--- src/rtl/mac_dot_mmio.sv ---
// Dot-product MAC engine: one lane per cycle through a single multiplier.
// Starting value is either the host bias (prev) or the previous result, so results can be chained.
module mac_dot_mmio #(
  parameter int WIDTH     = 16,
  parameter int LANES     = 4,
  parameter int ACC_WIDTH = 40,
  parameter int SATURATE  = 0
) (
  input  logic                   clock,
  input  logic                   reset,
  output logic                   input_ready,
  input  logic                   input_valid,
  input  logic [LANES*WIDTH-1:0] a,
  input  logic [LANES*WIDTH-1:0] b,
  input  logic [ACC_WIDTH-1:0]   prev,
  input  logic                   acc_mode,
  input  logic                   output_ready,
  output logic                   output_valid,
  output logic [ACC_WIDTH-1:0]   result,
  output logic                   overflow,
  output logic                   busy
);

  localparam int CNT_W = (LANES > 1) ? $clog2(LANES) : 1;

  localparam logic [1:0] S_IDLE = 2'd0;
  localparam logic [1:0] S_RUN  = 2'd1;
  localparam logic [1:0] S_DONE = 2'd2;

  logic [1:0]             state_q, state_d;
  logic [CNT_W-1:0]       cnt_q, cnt_d;
  logic [LANES*WIDTH-1:0] a_q, a_d;
  logic [LANES*WIDTH-1:0] b_q, b_d;
  logic [ACC_WIDTH-1:0]   acc_q, acc_d;
  logic                   flag_q, flag_d;
  logic [ACC_WIDTH-1:0]   result_q, result_d;
  logic                   overflow_q, overflow_d;

  logic [WIDTH-1:0]       lane_a [LANES];
  logic [WIDTH-1:0]       lane_b [LANES];
  logic [2*WIDTH-1:0]     prod;
  logic [ACC_WIDTH:0]     sum;
  logic                   carry;
  logic [ACC_WIDTH-1:0]   acc_step;
  logic                   last_lane;

  for (genvar gi = 0; gi < LANES; gi++) begin : g_lane
    assign lane_a[gi] = a_q[gi*WIDTH +: WIDTH];
    assign lane_b[gi] = b_q[gi*WIDTH +: WIDTH];
  end

  // Carry out of the extra sum bit is the overflow indication.
  assign prod      = lane_a[cnt_q] * lane_b[cnt_q];
  assign sum       = {1'b0, acc_q} + {{(ACC_WIDTH + 1 - 2*WIDTH){1'b0}}, prod};
  assign carry     = sum[ACC_WIDTH];
  assign acc_step  = (carry && (SATURATE != 0)) ? {ACC_WIDTH{1'b1}} : sum[ACC_WIDTH-1:0];
  assign last_lane = (cnt_q == CNT_W'(LANES - 1));

  always_comb begin
    state_d    = state_q;
    cnt_d      = cnt_q;
    a_d        = a_q;
    b_d        = b_q;
    acc_d      = acc_q;
    flag_d     = flag_q;
    result_d   = result_q;
    overflow_d = overflow_q;
    case (state_q)
      S_IDLE: begin
        if (input_valid) begin
          a_d     = a;
          b_d     = b;
          acc_d   = acc_mode ? result_q : prev;
          cnt_d   = '0;
          flag_d  = 1'b0;
          state_d = S_RUN;
        end
      end
      S_RUN: begin
        acc_d  = acc_step;
        flag_d = flag_q | carry;
        cnt_d  = cnt_q + 1'b1;
        if (last_lane) begin
          result_d   = acc_step;
          overflow_d = flag_q | carry;
          state_d    = S_DONE;
        end
      end
      S_DONE: begin
        if (output_ready) begin
          state_d = S_IDLE;
        end
      end
      default: state_d = S_IDLE;
    endcase
  end

  always_ff @(posedge clock) begin
    if (reset) begin
      state_q    <= S_IDLE;
      cnt_q      <= '0;
      a_q        <= '0;
      b_q        <= '0;
      acc_q      <= '0;
      flag_q     <= 1'b0;
      result_q   <= '0;
      overflow_q <= 1'b0;
    end else begin
      state_q    <= state_d;
      cnt_q      <= cnt_d;
      a_q        <= a_d;
      b_q        <= b_d;
      acc_q      <= acc_d;
      flag_q     <= flag_d;
      result_q   <= result_d;
      overflow_q <= overflow_d;
    end
  end

  assign input_ready  = (state_q == S_IDLE);
  assign output_valid = (state_q == S_DONE);
  assign busy         = (state_q != S_IDLE);
  assign result       = result_q;
  assign overflow     = overflow_q;

endmodule

--- config.mk ---
export PLATFORM = sky130hd
export DESIGN_NAME = mac_dot_mmio
export DESIGN_NICKNAME = d
export VERILOG_FILES = /design/src/rtl/mac_dot_mmio.sv
export SDC_FILE = /design/constraint.sdc
export NUM_CORES = 1
export LEC_CHECK = 0
export ABC_CLOCK_PERIOD_IN_PS = 19900
export BUFFER_PORTS_ARGS = -buffer_cell sky130_fd_sc_hd__buf_2
export CORE_AREA = 2 2 174 176
export CTS_BUF_LIST = sky130_fd_sc_hd__clkbuf_8
export CTS_CLUSTER_DIAMETER = 50
export DETAILED_ROUTE_END_ITERATION = 12
export DIE_AREA = 0 0 176 178
export PLACE_DENSITY = 0.87
export SLEW_MARGIN = 15
export SYNTH_ARGS = -nofsm -noshare
export SYNTH_HDL_FRONTEND = slang
export SYNTH_SLANG_ARGS = --single-unit
--- constraint.sdc ---
create_clock -name clock -period 19.9 [get_ports clock]
set_clock_uncertainty 0.15 [all_clocks]
set_input_delay 2.985 -clock clock [delete_from_list [all_inputs] [get_ports clock]]
set_output_delay 2.985 -clock clock [all_outputs]
set_load 0.02 [all_outputs]
Yosys cells after proc, flatten, opt, wreduce, memory -nomap -nowiden --
Index checks and enable logic that the tools add are counted.
Storage, ports and cells: bits of input ports 173, register bits after elaboration 214, output and inout bits 44, word-level logic and storage cells 44
Operators by class: bitwise gates (word level) 2, equal/unequal tests 6, multiply operators 1, mux-type cells 17, reductions and logical operators 7, add/sub/neg operators 2, magnitude comparators 1
Operator list (count):
- 40-bit two-way mux | 2
- 40-bit one-hot mux with 2 select lines | 1
- 16-bit binary-select mux with 2-bit select | 2
- 16-bit two-way mux | 4
- 40-bit by 32-bit adder with 41-bit output | 1
- 16-bit by 16-bit multiplier with 32-bit output | 1
- 2-bit two-way mux | 4
- 2-bit one-hot mux with 3 select lines | 1
- 2-bit AND reduction | 3
- 2-bit equality test (second input constant) | 2
- 2-bit != test (second input constant) | 2
- 2-bit one-hot mux with 2 select lines | 1
- 2-bit nonzero test | 2
- 3-bit >= comparator (second input constant) | 1
- 2-bit NOT with 3-bit output | 1
- 3-bit AND reduction | 1
- 2-bit by 1-bit adder with 2-bit output (second input constant) | 1
- 2-bit by 1-bit equality test with 1-bit output (second input constant) | 1
- 2-bit zero test | 1
- 2-bit by 1-bit != test with 1-bit output (second input constant) | 1
- 1-bit one-hot mux with 2 select lines | 1
- 1-bit two-way mux | 1
- 1-bit bitwise OR | 1

Longest topological paths before layout --
Gate-level depths: netlist (run 1).
depth after elaboration 8, mapped depth 31, mapped depth without buffers 26

Least setup slack after synthesis (run 1) --
OpenSTA, ideal clock, no wires.
kind reg2reg, from register cnt_q[0], to register acc_q[33], path buffers 3, cell stages (with the launch flop) 27, clock period less this slack 7464 ps, arrival 7186 ps, setup time 129 ps, slack 12436 ps, required time 19621 ps, path through dfxtp_1 > clkbuf_1 > buf_2 > clkbuf_1 > mux2_2 > o21ai_1 > nor2_1 > fa_1 > inv_1 > fa_1 > fa_1 > fa_1 > inv_1 > fa_1 > inv_1 > fa_1 > inv_1 > ha_1 > and3_1 > and3_1 > a21o_1 > o31ai_2 > o21ai_1 > a21o_1 > a311oi_1 > xor2_1 > o22ai_1
On the way: longest elaborated chain between the ends 7, elaborated cells on any way between the ends 10, classes of those cells 1 x add/sub; 1 x mul; 7 x mux; 1 x bitwise
RTL lines:
- from (decl) | line 31 | logic [CNT_W-1:0] cnt_q, cnt_d;
- from (signal assigned) | line 110 | cnt_q <= cnt_d;
- 2-bit NOT with 3-bit output (not written as such) * | line 53 | assign prod = lane_a[cnt_q] * lane_b[cnt_q];
- 16-bit binary-select mux with 2-bit select | line 53
- 16-bit two-way mux (not written as such) (2 in a row) | line 53
- 16-bit by 16-bit multiplier with 32-bit output * | line 53
- 40-bit by 32-bit adder with 41-bit output * | line 54 | assign sum = {1'b0, acc_q} + {{(ACC_WIDTH + 1 - 2*WIDTH){1'b0}}, prod};
- 40-bit one-hot mux with 2 select lines * | line 68 | case (state_q)
- to (signal assigned) | line 104 | acc_q <= '0;
- to (signal assigned) | line 113 | acc_q <= acc_d;
- to (decl) | line 34 | logic [ACC_WIDTH-1:0] acc_q, acc_d;
Every way passes the cells marked *; elsewhere a longest branch is shown, timed or not. The select of a mux whose other input is x is not followed. A chain may end at the register's enable or synchronous reset.

Worst setup path in the final report (run 1) --
from register cnt_q[0], to register flag_q
On the way: longest elaborated chain between the ends 8, elaborated cells on any way between the ends 11, classes of those cells 1 x add/sub; 1 x mul; 7 x mux; 2 x bitwise
RTL lines:
- 2-bit NOT with 3-bit output (not written as such) * | line 53
- 16-bit binary-select mux with 2-bit select | line 53
- 16-bit two-way mux (not written as such) (2 in a row) | line 53
- 16-bit by 16-bit multiplier with 32-bit output * | line 53
- 40-bit by 32-bit adder with 41-bit output * | line 54
- 1-bit bitwise OR * | line 81 | flag_d = flag_q | carry;
- 1-bit one-hot mux with 2 select lines * | line 68
- to (signal assigned) | line 114 | flag_q <= flag_d;
- to (decl) | line 35 | logic flag_q, flag_d;
Marked as above.

==> results of run 1 <==
-- sequential cells by signal, indices dropped and copies added, names as in the netlist --
name	cells
a_q	64
state_q	2
cnt_q	2
flag_q	1
overflow	1
acc_q	40
result	40
b_q	64
-- cells in the mapped netlist, types with 5 or more instances --
cell type / number
sky130_fd_sc_hd__a21o_1: 13
sky130_fd_sc_hd__nand3_1: 10
sky130_fd_sc_hd__nor3_1: 11
sky130_fd_sc_hd__nand4_1: 10
sky130_fd_sc_hd__ha_1: 111
sky130_fd_sc_hd__mux2_2: 16
sky130_fd_sc_hd__clkbuf_1: 117
sky130_fd_sc_hd__a31oi_1: 8
sky130_fd_sc_hd__inv_1: 346
sky130_fd_sc_hd__mux2i_1: 55
sky130_fd_sc_hd__fa_1: 226
sky130_fd_sc_hd__buf_1: 11
sky130_fd_sc_hd__nand2b_1: 6
sky130_fd_sc_hd__nor2_1: 158
sky130_fd_sc_hd__and3_1: 6
sky130_fd_sc_hd__nand2_1: 498
sky130_fd_sc_hd__xor2_1: 13
sky130_fd_sc_hd__and2_1: 67
sky130_fd_sc_hd__dfxtp_1: 214
sky130_fd_sc_hd__a211oi_1: 6
sky130_fd_sc_hd__mux4_2: 17
sky130_fd_sc_hd__o22ai_1: 5
sky130_fd_sc_hd__o21ai_1: 15
sky130_fd_sc_hd__a221oi_1: 28
sky130_fd_sc_hd__nand3b_1: 8
sky130_fd_sc_hd__o21a_1: 20
sky130_fd_sc_hd__nor2b_1: 8
sky130_fd_sc_hd__a21oi_1: 211
sky130_fd_sc_hd__xnor2_1: 17
sky130_fd_sc_hd__o21ai_0: 24
-- routing by layer --
layer,vias to the layer above,track usage
met3,136,0.0499
met5,-,0
met1,8043,0.395
met2,707,0.559
li1,7555,-
met4,0,0.138
-- per-stage QoR --
| step | utilization | instance area [µm²] | power, mW | setup WS (ps) |
|---|---|---|---|---|
| 4_1_cts | 0.709 | 20800 | 1.29 | 11500 |
| 5_1_grt | 0.709 | 20800 | 1.37 | 10880 |
| 3_3_place_gp | 0.683 | 20100 | 0.867 | 11720 |
| 3_5_place_dp | 0.683 | 20100 | 0.882 | 11510 |
| 2_1_floorplan | - | 18900 | 0.765 | 12440 |
| 6_report | 0.709 | 20800 | 1.29 | 11400 |
-- how the worst min path moves through the flow --
stage | end | slack [ps] | cells past startpoint
CTS | b_q[32]$_SDFFE_PP0P_ | 300 | 2
global route | a_q[54]$_SDFFE_PP0P_ | 320 | 2
global placement | a_q[17]$_SDFFE_PP0P_ | 290 | 2
detailed placement | b_q[29]$_SDFFE_PP0P_ | 290 | 2
finish | a_q[19]$_SDFFE_PP0P_ | 300 | 2
floorplan | a_q[16]$_SDFFE_PP0P_ | 280 | 2
-- critical path, delay by kind of cell, from the launching register on --
family	cells	cell delay (ps)
muxes	1	400
DFF	1	750
adders and majority gates	7	3400
buffers and inverters	5	740
AOI/OAI and AO/OA	7	2520
and+or+nand+nor	3	390
-- cell usage in the layout (no fill, tap or decap), types with 7 or more instances in the layout --
cell                       Yosys  final
sky130_fd_sc_hd__and2_1       67     66
sky130_fd_sc_hd__o21ai_1      15     15
sky130_fd_sc_hd__nor2b_1       8      7
sky130_fd_sc_hd__a31oi_1       8      8
sky130_fd_sc_hd__mux4_2       17     17
sky130_fd_sc_hd__buf_4         0     10
sky130_fd_sc_hd__nand3b_1      8      8
sky130_fd_sc_hd__xnor2_1      17     17
sky130_fd_sc_hd__clkbuf_8      0     46
sky130_fd_sc_hd__mux2i_1      55     55
sky130_fd_sc_hd__a221oi_1     28     28
sky130_fd_sc_hd__fa_1        226    226
sky130_fd_sc_hd__inv_1       346    354
sky130_fd_sc_hd__nor3_1       11     11
sky130_fd_sc_hd__a21oi_1     211    211
sky130_fd_sc_hd__buf_2         3    215
sky130_fd_sc_hd__dfxtp_1     214    212
sky130_fd_sc_hd__nand4_1      10     10
sky130_fd_sc_hd__o21ai_0      24     24
sky130_fd_sc_hd__ha_1        111    111
sky130_fd_sc_hd__o21a_1       20     20
sky130_fd_sc_hd__a21o_1       13     13
sky130_fd_sc_hd__mux2_2       16     16
sky130_fd_sc_hd__nor2_1      158    157
sky130_fd_sc_hd__nand2_1     498    497
sky130_fd_sc_hd__xor2_1       13     13
sky130_fd_sc_hd__nand3_1      10     10
-- area by class of cell --
class,count,area share
tap,390,0.0234
timing repair buffer,226,0.0558
multi-input combinational,1613,0.617
sequential,214,0.206
clock buffer,46,0.0304
clock inverter,18,0.00576
inverter,346,0.0623
-- cells by family after synthesis --
logic type      share of synthesized area
xor+xnor                           0.0139
simple gates                        0.177
mux                                0.0589
flops                               0.226
compound gates                      0.116
fa+ha+maj                           0.313
buf+inv                            0.0948
-- power breakdown --
group          switching [mW]  internal [mW]  total [mW]
sequential             0.0169          0.453       0.470
combinational           0.261          0.148       0.409
clock                   0.186          0.223       0.409
==> results.md, run 1 <==
- In this run the worst setup path begins at cnt_q[0]$_SDFFE_PP0P_.
- Buffers inserted to repair hold after CTS numbered 0.
- Setup repair after global routing left no endpoint under its margin.
- In the detailed route, the total length drawn on met2 is 25000 µm.
- The startpoint class of the critical path is a flip-flop.
- The final hold violation count is 0.
- Across all layers, the routed design uses 16400 vias.
- The detailed-route vias per instance is 5.76.
- The cell sitting at the root of the clock tree is a sky130_fd_sc_hd__clkbuf_8.
- Once detail routing completed, the nets flagged for antenna violations numbered 0.
- The post-synthesis average cell area is 8.21 µm².
- Across the whole layout, storage elements account for 4290 µm².
- Hold timing on the final database bottoms out at a slack of 304 ps.
- The time the final worst path needs with I/O delays and setup is 8500 ps.
- The level count of the clock H-tree is 2.
- The first detailed-routing pass ran for 5 iterations.
- The post-synthesis sequential area ratio is 0.226.
- Across every metal layer, demand over resource in global routing totals 0.320.
- Data on the critical path arrives at its endpoint at 8750 ps.
- The initial antenna violation count is 0.
- The kind of critical path is reg -> reg.
- Max-cap violations in this run came to 0.
- The final layout net count is 2948.
- The number of unique standard cell types used by synthesis is 62.
- The antenna diode instance count is 0.
- Buffers added to address setup during post-CTS repair amount to 0.
- The net count after synthesis is 2814.
- Port buffering added 216 buffers.
- The number of placed I/O pins is 217.
- In this run the register-to-register setup slack is 11400 ps.
- The number of buffers between clock root and the deepest sink is 3.
- The worst path required time is 20150 ps.
- Wires add up to 49300 µm.
- By area the synthesized netlist is led by sky130_fd_sc_hd__fa_1, sky130_fd_sc_hd__dfxtp_1, sky130_fd_sc_hd__nand2_1.
- The number of DRC markers in iteration 0 is 1296.
- The count of pins over their slew limit is 0.
- The maximum achievable frequency is 0.118 GHz.
- The largest individual stage delay along the critical path comes from the cell sky130_fd_sc_hd__dfxtp_2.
- The critical path goes through buf_4, mux2_2, o21ai_0, nor2_1, fa_1, inv_1, fa_1, inv_1, fa_1, fa_1, fa_1, inv_1, fa_1, inv_1, ha_1, a21oi_1, o21ai_0, a221oi_1, o31ai_4, a221o_2, nor3b_1, a22oi_1, nor2_1.
- Clock-pin slew was measured on the worst setup and hold paths at 60 ps.
- The instance count after placement with tap cells included is 2789.
- Entering global routing, the biggest net connects 141 pins.
- The dominant register cell in the synthesized netlist is sky130_fd_sc_hd__dfxtp_1.
- Of all cell types, the one taking the most synthesized area is sky130_fd_sc_hd__fa_1.
- For this run, the slowest stage of the critical path takes 750 ps.
- The cell repeated most along the worst path is sky130_fd_sc_hd__fa_1.
- The source of the worst register-to-register timing path is cnt_q[0]$_SDFFE_PP0P_.
- Routability-driven placement finished with a final weighted congestion of 0.950.
- The area of the die is 31300 µm².
- Dividing the detail-routed wire length by the instance count gives 17.3 µm.
- The filler cell count in the final layout is 2338.
- The synthesized instance count is 2304.
- In the detailed route, the total length drawn on met3 is 3460 µm.
- The largest voltage drop on the vdd net is 0.0607 mV.
- Setup violations remaining at the end of the flow were counted as 0.
- Clock tree synthesis found a total of 214 sinks.
- The run finished with clean final reports.
- The die span in y is 178 µm.
- In this run, CTS created clock tree buffers numbering 37.
- The area added between synthesis and finish is 10.2%.
- Yosys mapped a number of flops with a built-in enable equal to 0.
- The slew at the pin closest to its max-slew limit is 1180 ps.
- The footprint of the multi-input gates is 12900 µm².
- The endpoint identified for the worst register-to-register timing path is flag_q$_SDFFE_PP0P_.
- The number of standard-cell rows in the floorplan is 63.
- In this run the horizontal extent of the chip is 176 µm.
- The placed wire-length estimate after detailed placement is 37200 µm.
- The ratio of final minimum period to clock period is 0.427.
- The leakage power figure is 9.85 nW.
- The worst setup path is captured at a flip-flop.
- The post-detailed-route DRC marker count is 0.
- The final cell count without fillers is 2853.
- The total number of yosys warnings is 0.
- The CTS tree is built.
- The share of synthesized area in the top cell type comes to 0.239.
- Headroom to the max-slew limit came out at 0.211.
- The worst min-delay path class is reg -> reg.
- The startpoint of the worst hold path is a_q[19]$_SDFFE_PP0P_.
- The first global-routing pass estimated 80300 µm of wire.
- The number of cells on the worst reg-to-reg path is 23.
- For this run the aggregate overflow at the end of global routing stands at 0.
- The clock reaches the later pin of the worst-skew pair after 540 ps.
- The last element of the critical path is flag_q$_SDFFE_PP0P_.
- The share of flip-flops with an asynchronous set or reset after synthesis is 0.
- Setup total negative slack on the finished layout was measured at 0 ps.
- The detailed router put a total of 18700 µm of wire on met1.
- The via count of the first global-routing pass was 16800.
- The number of resized instances in the post-cts repair step is 0.
- The power density normalized to cell area is 61.8 nW/µm².
- The highest layer touched by signal routing is met4.
- The share of cells above drive strength 1 is 0.134.
- The floorplan step defined a core boundary enclosing 29400 µm².
- In this run the worst path has a maximum fanout of 29.
- The initial core utilization is 0.644.
- The number of register bits inferred by synthesis is 214.
- The synthesized netlist occupies a cell area of 18900 µm².
(Power assumes the default switching activity.)
==> run 2, diff against run 1 <==
==> config.mk (replaced) <==
export PLATFORM = sky130hd
export DESIGN_NAME = mac_dot_mmio
export DESIGN_NICKNAME = d
export VERILOG_FILES = /design/src/rtl/mac_dot_mmio.sv
export SDC_FILE = /design/constraint.sdc
export NUM_CORES = 1
export LEC_CHECK = 0
export ABC_AREA = 1
export ABC_CLOCK_PERIOD_IN_PS = 7700
export BUFFER_PORTS_ARGS = -buffer_cell sky130_fd_sc_hd__buf_2
export CORE_AREA = 2 2 192 194
export CTS_BUF_LIST = sky130_fd_sc_hd__clkbuf_8
export CTS_CLUSTER_DIAMETER = 50
export DETAILED_ROUTE_END_ITERATION = 12
export DIE_AREA = 0 0 194 196
export PLACE_DENSITY = 0.79
export SLEW_MARGIN = 15
export SYNTH_ARGS = -nofsm -noshare
export SYNTH_HDL_FRONTEND = slang
export SYNTH_SLANG_ARGS = --single-unit
==> constraint.sdc (replaced) <==
create_clock -name clock -period 7.7 [get_ports clock]
set_clock_uncertainty 0.15 [all_clocks]
set_input_delay 1.155 -clock clock [delete_from_list [all_inputs] [get_ports clock]]
set_output_delay 1.155 -clock clock [all_outputs]
set_load 0.02 [all_outputs]
==> results.md, run 2 <==
- The maximum achievable frequency was 0.138 GHz (+17%).
- The maximum number of pins on one net before global-route repair came to 131 (-7.1%).
- The detailed-route via count was 18200 (+10%).
- The worst path required time is 8060 ps (-12090 ps).
- The post-synthesis sequential area ratio is 0.216 (-0.0103).
- The fraction of synthesized area in multiplexers is 0.00164 (-0.0572).
- The netlist area before placement is 19800 µm² (+4.7%).
- The kind of end point of the critical path is a flip-flop.
- The last weighted congestion value of the routability-driven placer was 1.00 (+5.6%).
- The number of buffers between clock root and the deepest sink is 3 (unchanged).
- The simple-gate share of the synthesized area is 0.214 (+0.0367).
- The count of pins over their slew limit is 0 (unchanged).
- The number of cells on the worst reg-to-reg path is 25 (+8.7%).
- The initial core utilization is 0.549 (-0.0943).
- The CTS tree is built.
- The startpoint class of the critical path is a flip-flop.
- The area added between synthesis and finish is 12.0%.
- The core area is 36100 µm² (+23%).
- The number of resized instances in the post-cts repair step is 0 (unchanged).
- The total number of yosys warnings is 0 (unchanged).
- The time the final worst path needs with I/O delays and setup is 7260 ps (-1250 ps).
- In the final layout, the registers with the most flip-flops are a_q (64), b_q (64).
- The leakage power figure is 11.3 nW (+15%).
- The share of the synthesized netlist area taken by xor and xnor gates came to 0.00745 (-0.00644).
- The total setup violations reported at the end of the flow was 0 (unchanged).
- By area the synthesized netlist is led by sky130_fd_sc_hd__fa_1, sky130_fd_sc_hd__dfxtp_1, sky130_fd_sc_hd__nand2_1.
- The clock net sink count is 214 (unchanged).
- Yosys instantiated no cell more often than sky130_fd_sc_hd__nand2_1.
- The switching share of power is 0.488 (+0.128).
- The number of synthesized flops with an enable pin came to 0 (unchanged).
- The final sum of negative setup slack is 0 ps (unchanged).
- The dominant register cell in the synthesized netlist is sky130_fd_sc_hd__dfxtp_1.
- The largest voltage drop on the vdd net was 0.209 mV (+240%).
- The share of flip-flops with an asynchronous set or reset after synthesis is 0 (unchanged).
- The number of unique standard cell types used by synthesis came to 44 (-29%).
- The number of placed I/O pins is 217 (unchanged).
- The via count of the first global-routing pass is 18400 (+9.8%).
- The register clock-pin slew on the reported worst setup and hold paths is 60 ps (about the same).
- The power density normalized to cell area is 264 nW/µm² (+330%).
- The adder and majority gate portion of the synthesized area is 0.298 (-0.0142).
- The post-CTS setup buffer count is 0 (unchanged).
- The switching power of the nets is 2.86 mW (+520%).
- The initial antenna violation count is 0 (unchanged).
- The number of CTS-inserted buffers was 41 (+11%).
- The cell depth of the worst min-delay path is 2 (unchanged).
- The share of cells above drive strength 1 came to 0.142 (+0.00797).
- The final routed wirelength across all metal layers was 60000 µm (+22%).
- The average wire length per cell after detail routing came to 17.6 µm (+2.1%).
- The number of register bits inferred by synthesis is 214 (unchanged).
- The worst max-slew margin expressed relative to the limit is 0.292 (+0.0810).
- The detailed-routing iteration count for the pre-antenna-repair pass is 5 (unchanged).
- The relative contribution of combinational cells to total power is 0.570 (+0.253).
- The horizontal die dimension came to 194 µm (+10%).
- The level count of the clock H-tree came to 2 (unchanged).
- The antenna diode instance count is 0 (unchanged).
- Setup repair after global routing left no endpoint under its margin.
- The post-synthesis average cell area is 7.28 µm² (-11%).
- The post-detailed-route DRC marker count is 0 (unchanged).
- The final layout net count is 3419 (+16%).
- The fraction of synthesized cell area taken by the top area cell type is 0.228 (-0.0108).
- By count the netlist is led by sky130_fd_sc_hd__nand2_1, sky130_fd_sc_hd__inv_1, sky130_fd_sc_hd__nor2_1.
- The placed wire-length estimate after detailed placement is 48300 µm (+30%).
- The synthesized instance count is 2724 (+18%).
- The detailed-route vias per instance is 5.33 (-7.5%).
- The slew at the pin closest to its max-slew limit is 1060 ps (-121 ps).
- The top fanout value on the critical path is 25 (-14%).
- The worst min-delay path class is reg -> reg.
- The number of port buffers was 216 (unchanged).
- The main combinational cell family by area after synthesis is adder cells.
- The fraction of power consumed by the clock network came to 0.210 (-0.108).
- The arrival time at the worst endpoint came to 7620 ps (-1130 ps).
- The wire length of the first global-routing pass is 95700 µm (+19%).
- The area of the die is 38000 µm² (+21%).
- The net count after synthesis is 3234 (+15%).
- The cell at the root of the clock tree is sky130_fd_sc_hd__clkbuf_8.
- The kind of critical path is reg -> reg.
- Leaving out fill and tap cells, the most frequent cells in the layout are sky130_fd_sc_hd__inv_1, sky130_fd_sc_hd__nand2_1, sky130_fd_sc_hd__nor2_1.
- The compound-gate portion of the synthesized area is 0.132 (+0.0164).
- The filler cell count in the final layout came to 3323 (+42%).
- The clock latency of the later-clocked register in the worst-skew pair came to 620 ps (+80 ps).
- The overall fraction of global-route tracks in use is 0.320 (about the same).
- The final hold violation count is 0 (unchanged).
- The power share of the sequential group is 0.220 (-0.145).
- The sum of overflow across all layers after global routing is 0 (unchanged).
- The most common cell after layout, fill and taps aside is sky130_fd_sc_hd__inv_1.
- The ratio of final minimum period to clock period is 0.942 (+0.515).
- The largest total area in the synthesized netlist belongs to sky130_fd_sc_hd__fa_1.
- The remaining antenna violation count after routing is 0 (unchanged).
- The die span in y is 196 µm (+10%).
- The minimum hold slack is 326 ps (+21.6 ps).
- The internal power component is 3.00 mW (+260%).
- The number of DRC markers in iteration 0 is 1305 (+0.69%).
- The number of standard-cell rows in the floorplan was 70 (+11%).
- The total of hold buffers inserted after clock tree synthesis is 0 (unchanged).
- The flow ran to the end, and the final reports show no timing, DRC or antenna violations.
- The reported max-cap violation count is 0 (unchanged).
==> run 2: cell types whose count changed after synthesis, moves of 27 or more <==
| cell | change |
|---|---|
| sky130_fd_sc_hd__inv_2 | +28 |
| sky130_fd_sc_hd__nand3_1 | +32 |
| sky130_fd_sc_hd__buf_2 | +48 |
| sky130_fd_sc_hd__and2_1 | -66 |
| sky130_fd_sc_hd__inv_1 | +169 |
| sky130_fd_sc_hd__clkbuf_1 | -66 |
| sky130_fd_sc_hd__a21oi_1 | -45 |
| sky130_fd_sc_hd__a221oi_1 | -27 |
| sky130_fd_sc_hd__nor2_1 | +301 |
| sky130_fd_sc_hd__mux2i_1 | -54 |
| sky130_fd_sc_hd__a22oi_1 | +33 |
| sky130_fd_sc_hd__o21ai_0 | +123 |
==> run 2: worst max-delay path: stages, from the launching register on <==
cell and delay (ps):
sky130_fd_sc_hd__dfxtp_1 370, sky130_fd_sc_hd__clkinv_2 360, sky130_fd_sc_hd__buf_4 360, sky130_fd_sc_hd__a32oi_2 440, sky130_fd_sc_hd__inv_1 330, sky130_fd_sc_hd__nor2_1 200
sky130_fd_sc_hd__fa_1 430, sky130_fd_sc_hd__inv_1 80, sky130_fd_sc_hd__fa_1 430, sky130_fd_sc_hd__fa_1 520, sky130_fd_sc_hd__inv_1 60, sky130_fd_sc_hd__fa_1 500
sky130_fd_sc_hd__fa_1 500, sky130_fd_sc_hd__inv_1 50, sky130_fd_sc_hd__fa_1 470, sky130_fd_sc_hd__inv_1 40, sky130_fd_sc_hd__ha_1 330, sky130_fd_sc_hd__a21oi_1 270
sky130_fd_sc_hd__nand2_1 180, sky130_fd_sc_hd__a21oi_1 320, sky130_fd_sc_hd__nand3_1 180, sky130_fd_sc_hd__or2_1 320, sky130_fd_sc_hd__nand2_1 90, sky130_fd_sc_hd__nand2_1 50
sky130_fd_sc_hd__nand2_1 70, sky130_fd_sc_hd__inv_1 40
==> run 2: metal layers <==
metal | wire (µm) | track usage | vias up
met4 | 2300 | 0.125 | 0
met3 | 5250 | 0.0665 | 139
met2 | 27500 | 0.524 | 723
met1 | 25000 | 0.416 | 8617
li1 | - | - | 8674
met5 | 0 | 0 | -
==> run 2: power by group through the flow <==
stage	combinational (mW)	sequential (mW)	clock, mW
final	3.34	1.29	1.23
after CTS	3.32	1.29	1.25
after detailed placement	3.28	1.31	0
after global placement	3.27	1.31	0
after global routing	3.74	1.30	1.29
after floorplan	2.29	1.28	0
==> run 2: final cells by class <==
type / instances / area (µm²) / share of cell area
Clock buffer: 52 / 716 / 0.0322
Clock inverter: 21 / 180 / 0.00812
Inverter: 543 / 2040 / 0.0921
Multi-Input combinational cell: 1852 / 13000 / 0.585
Sequential cell: 214 / 4290 / 0.193
Tap cell: 468 / 586 / 0.0264
Timing Repair Buffer: 257 / 1410 / 0.0633
==> run 2: path summary, 6_finish.rpt <==
path | startpoint | to | slack (ps)
hold / removal | result[1]$_SDFFE_PP0P_ | result[1]$_SDFFE_PP0P_ | 330
setup reg to reg | cnt_q[1]$_SDFFE_PP0P_ | result[22]$_SDFFE_PP0P_ | 440
hold reg to reg | result[1]$_SDFFE_PP0P_ | result[1]$_SDFFE_PP0P_ | 330
setup / recovery | cnt_q[1]$_SDFFE_PP0P_ | result[22]$_SDFFE_PP0P_ | 440
==> run 2: logic make-up after synthesis <==
group                    Yosys count
AND/OR/NAND/NOR                 1075
buffers and inverters            658
AO/OA/AOI/OAI                    421
adder cells (fa/ha/maj)          337
flip-flops                       214
XOR/XNOR                          16
multiplexers                       3
==> run 2: through the flow <==
| stage | cells | cell area (µm²) | power, mW | utilization | worst slack (ps) |
|---|---|---|---|---|---|
| final | 3407 | 22200 | 5.85 | 0.615 | 443 |
| after global routing | 3407 | 22200 | 6.33 | 0.615 | 0.312 |
| after CTS | 3407 | 22200 | 5.86 | 0.615 | 426 |
| after detailed placement | 3334 | 21300 | 4.60 | 0.590 | 481 |
| after global placement | 3334 | 21300 | 4.58 | 0.590 | 508 |
| after floorplan | 2724 | 19800 | 3.57 | - | 1670 |
==> run 3, diff against run 2 <==
--- a/config.mk
+++ b/config.mk
@@ -13,7 +13,7 @@
 export CTS_CLUSTER_DIAMETER = 50
 export DETAILED_ROUTE_END_ITERATION = 12
 export DIE_AREA = 0 0 194 196
-export PLACE_DENSITY = 0.79
+export PLACE_DENSITY = 0.88
 export SLEW_MARGIN = 15
 export SYNTH_ARGS = -nofsm -noshare
 export SYNTH_HDL_FRONTEND = slang
==> results.md, run 3 (same netlist as run 2, synthesis figures left out) <==
- The number of CTS-inserted buffers is 39 (-4.9%).
- In this design, the critical path's most frequently occurring cell is sky130_fd_sc_hd__fa_1.
- The cell depth of the worst min-delay path is 2 (unchanged).
- The minimum setup slack in the final design came to 276 ps (-167 ps).
- The number of buffers between clock root and the deepest sink is 3 (unchanged).
- The number of cells on the worst reg-to-reg path is 26 (+4.0%).
- The arrival time at the worst endpoint came to 7770 ps (+150 ps).
- Leaving out fill and tap cells, the most frequent cells in the layout are sky130_fd_sc_hd__inv_1, sky130_fd_sc_hd__nand2_1, sky130_fd_sc_hd__nor2_1.
- The cell area reported after detailed placement is 21300 µm² (about the same).
- The library cell used most frequently in the layout, excluding fill and tap cells, is sky130_fd_sc_hd__inv_1.
- The slew at the pin closest to its max-slew limit was 1090 ps (+28.4 ps).
- The category of cells accounting for the largest share of critical-path delay is adder cells.
- The via count of the first global-routing pass is 19000 (+3.3%).
- The share of cells above drive strength 1 is 0.140 (-0.00122).
- The layer flagged by global routing as most heavily used is met2.
- The area of the die is 38000 µm² (unchanged).
- The clock net sink count came to 214 (unchanged).
- The count of pins over their slew limit came to 0 (unchanged).
- The highest cell delay on the worst timing path is 620 ps (+100 ps).
- The time the final worst path needs with I/O delays and setup was 7420 ps (+167 ps).
- The core area came to 36100 µm² (unchanged).
- The initial antenna violation count came to 0 (unchanged).
- The worst-case setup slack after placement came to 509 ps (+27.8 ps).
- For this design, the slowest cell found on the critical path is sky130_fd_sc_hd__a32oi_2.
- The number of port buffers is 216 (unchanged).
- The number of DRC markers in iteration 0 is 1447 (+11%).
- The wire length of the first global-routing pass is 97200 µm (+1.5%).
- The remaining antenna violation count after routing came to 0 (unchanged).
- The met1 usage is 0.415 (-0.000966).
- The total setup violations reported at the end of the flow is 0 (unchanged).
- The horizontal die dimension is 194 µm (unchanged).
- The largest registers in the layout are a_q (64), b_q (64).
- The last weighted congestion value of the routability-driven placer is 0.973 (-3.0%).
- The kind of critical path is reg -> reg.
- TritonCTS built the clock tree.
- Setup repair after global routing left no endpoint under its margin.
- The post-CTS setup buffer count came to 0 (unchanged).
- The post-detailed-route DRC marker count was 0 (unchanged).
- The flow ran to the end, and the final reports show no timing, DRC or antenna violations.
- The initial core utilization is 0.549 (unchanged).
- The leakage power figure is 11.3 nW (-0.15%).
- The register clock-pin slew on the reported worst setup and hold paths was 60 ps (about the same).
- The startpoint identified for the worst hold timing path is result[3]$_SDFFE_PP0P_.
- The detailed-routing iteration count for the pre-antenna-repair pass was 7 (+2).
- The filler cell count in the final layout was 3303 (-0.60%).
- The antenna diode instance count is 0 (unchanged).
- The detailed-route vias per instance is 5.46 (+2.5%).
- The maximum number of pins on one net before global-route repair is 130 (-0.76%).
- The top fanout value on the critical path is 38 (+52%).
- The worst register-to-register path begins at cnt_q[0]$_SDFFE_PP0P_.
- The worst setup path is captured at a flip-flop.
- The path class of the tightest hold or removal check is reg -> reg.
- The ratio of final minimum period to clock period is 0.964 (+0.0216).
- The final layout net count came to 3417 (-0.058%).
- The tree is rooted in a sky130_fd_sc_hd__clkbuf_8.
- The total of hold buffers inserted after clock tree synthesis is 0 (unchanged).
- The global-route met3 utilization is 0.0584 (-0.00808).
- The level count of the clock H-tree is 2 (unchanged).
- The critical path launch point is cnt_q[0]$_SDFFE_PP0P_.
- The detailed-route via count is 18600 (+2.4%).
- The reported max-cap violation count is 0 (unchanged).
- The overall fraction of global-route tracks in use was 0.321 (+0.00167).
- The worst path required time is 8040 ps (-20 ps).
- The startpoint class of the critical path is a flip-flop.
- The final hold violation count is 0 (unchanged).
- The number of resized instances in the post-cts repair step came to 0 (unchanged).
- The number of standard-cell rows in the floorplan is 70 (unchanged).
- The met2 track demand over resource in global routing is 0.538 (+0.0136).
- The largest voltage drop on the vdd net is 0.232 mV (+11%).
- The count of buffer and inverter cells on the critical path is 8 (unchanged).
- The final routed wirelength across all metal layers is 60400 µm (+0.53%).
- The instance count on the critical path is 26 (+4.0%).
- The worst max-slew margin expressed relative to the limit was 0.272 (-0.0200).
- The sum of overflow across all layers after global routing is 0 (unchanged).
- The area of all placed cells without fillers is 22100 µm² (-0.29%).
- The maximum achievable frequency is 0.135 GHz (-2.2%).
- The clock latency of the later-clocked register in the worst-skew pair came to 610 ps (about the same).
- The power density normalized to cell area is 260 nW/µm² (-1.4%).
- Relative to the synthesized area, the layout overhead comes to 11.7%.
- The average wire length per cell after detail routing is 17.7 µm (+0.62%).
- The number of placed I/O pins is 217 (unchanged).
- The die span in y was 196 µm (unchanged).
- The final sum of negative setup slack is 0 ps (unchanged).
- The placed wire-length estimate after detailed placement is 47200 µm (-2.3%).
run 3: layer usage:
layer  vias to the layer above  part of all wire
li1                       8672                 -
met1                      8958              0.41
met2                       805              0.47
met3                       162             0.084
met4                         0             0.038
met5                         -                 0
run 3: worst reg2reg max path: stages (launching register included):
cell,delay [ps]
sky130_fd_sc_hd__dfxtp_2,320
sky130_fd_sc_hd__inv_2,450
sky130_fd_sc_hd__buf_4,360
sky130_fd_sc_hd__nand2_1,90
sky130_fd_sc_hd__a32oi_2,630
sky130_fd_sc_hd__inv_2,290
sky130_fd_sc_hd__nor2_1,250
sky130_fd_sc_hd__fa_1,450
sky130_fd_sc_hd__fa_1,440
sky130_fd_sc_hd__fa_1,550
sky130_fd_sc_hd__fa_1,500
sky130_fd_sc_hd__fa_1,530
sky130_fd_sc_hd__inv_1,50
sky130_fd_sc_hd__fa_1,470
sky130_fd_sc_hd__inv_1,40
sky130_fd_sc_hd__ha_1,320
sky130_fd_sc_hd__nand2_1,140
sky130_fd_sc_hd__inv_2,50
sky130_fd_sc_hd__nand2_2,130
sky130_fd_sc_hd__inv_1,50
sky130_fd_sc_hd__a21oi_1,280
sky130_fd_sc_hd__nand3_1,190
sky130_fd_sc_hd__or2_1,330
sky130_fd_sc_hd__nand2_1,90
sky130_fd_sc_hd__nand2_1,60
sky130_fd_sc_hd__nand2_1,60
sky130_fd_sc_hd__inv_1,40
run 3: layout make-up:
type                       count  area (µm²)  area share
clock buffer                  50         688      0.0311
clock inverter                20         166     0.00752
inverter                     543        2040      0.0922
multi-input combinational   1852       13000       0.586
sequential                   214        4290       0.194
tap                          468         586      0.0265
timing repair buffer         257        1400      0.0633
run 3: final timing paths:
check             slack, ps                 endpoint
setup / recovery        280  result[22]$_SDFFE_PP0P_
hold / removal          320   result[3]$_SDFFE_PP0P_
setup reg to reg        280  result[22]$_SDFFE_PP0P_
hold reg to reg         320   result[3]$_SDFFE_PP0P_
run 3: through the flow:
step	utilization	total power, mW	hold slack [ps]	std cells
after CTS	0.613	5.74	323	3404
final	0.613	5.76	319	3404
after floorplan	-	3.57	305	2724
after global routing	0.613	6.22	345	3404
after detailed placement	0.590	4.54	313	3334
after global placement	0.590	4.48	307	3334
run 3: where the power goes:
part           switching [mW]  internal, mW
logic                    2.19          1.10
registers              0.0727          1.22
clock network           0.520         0.661
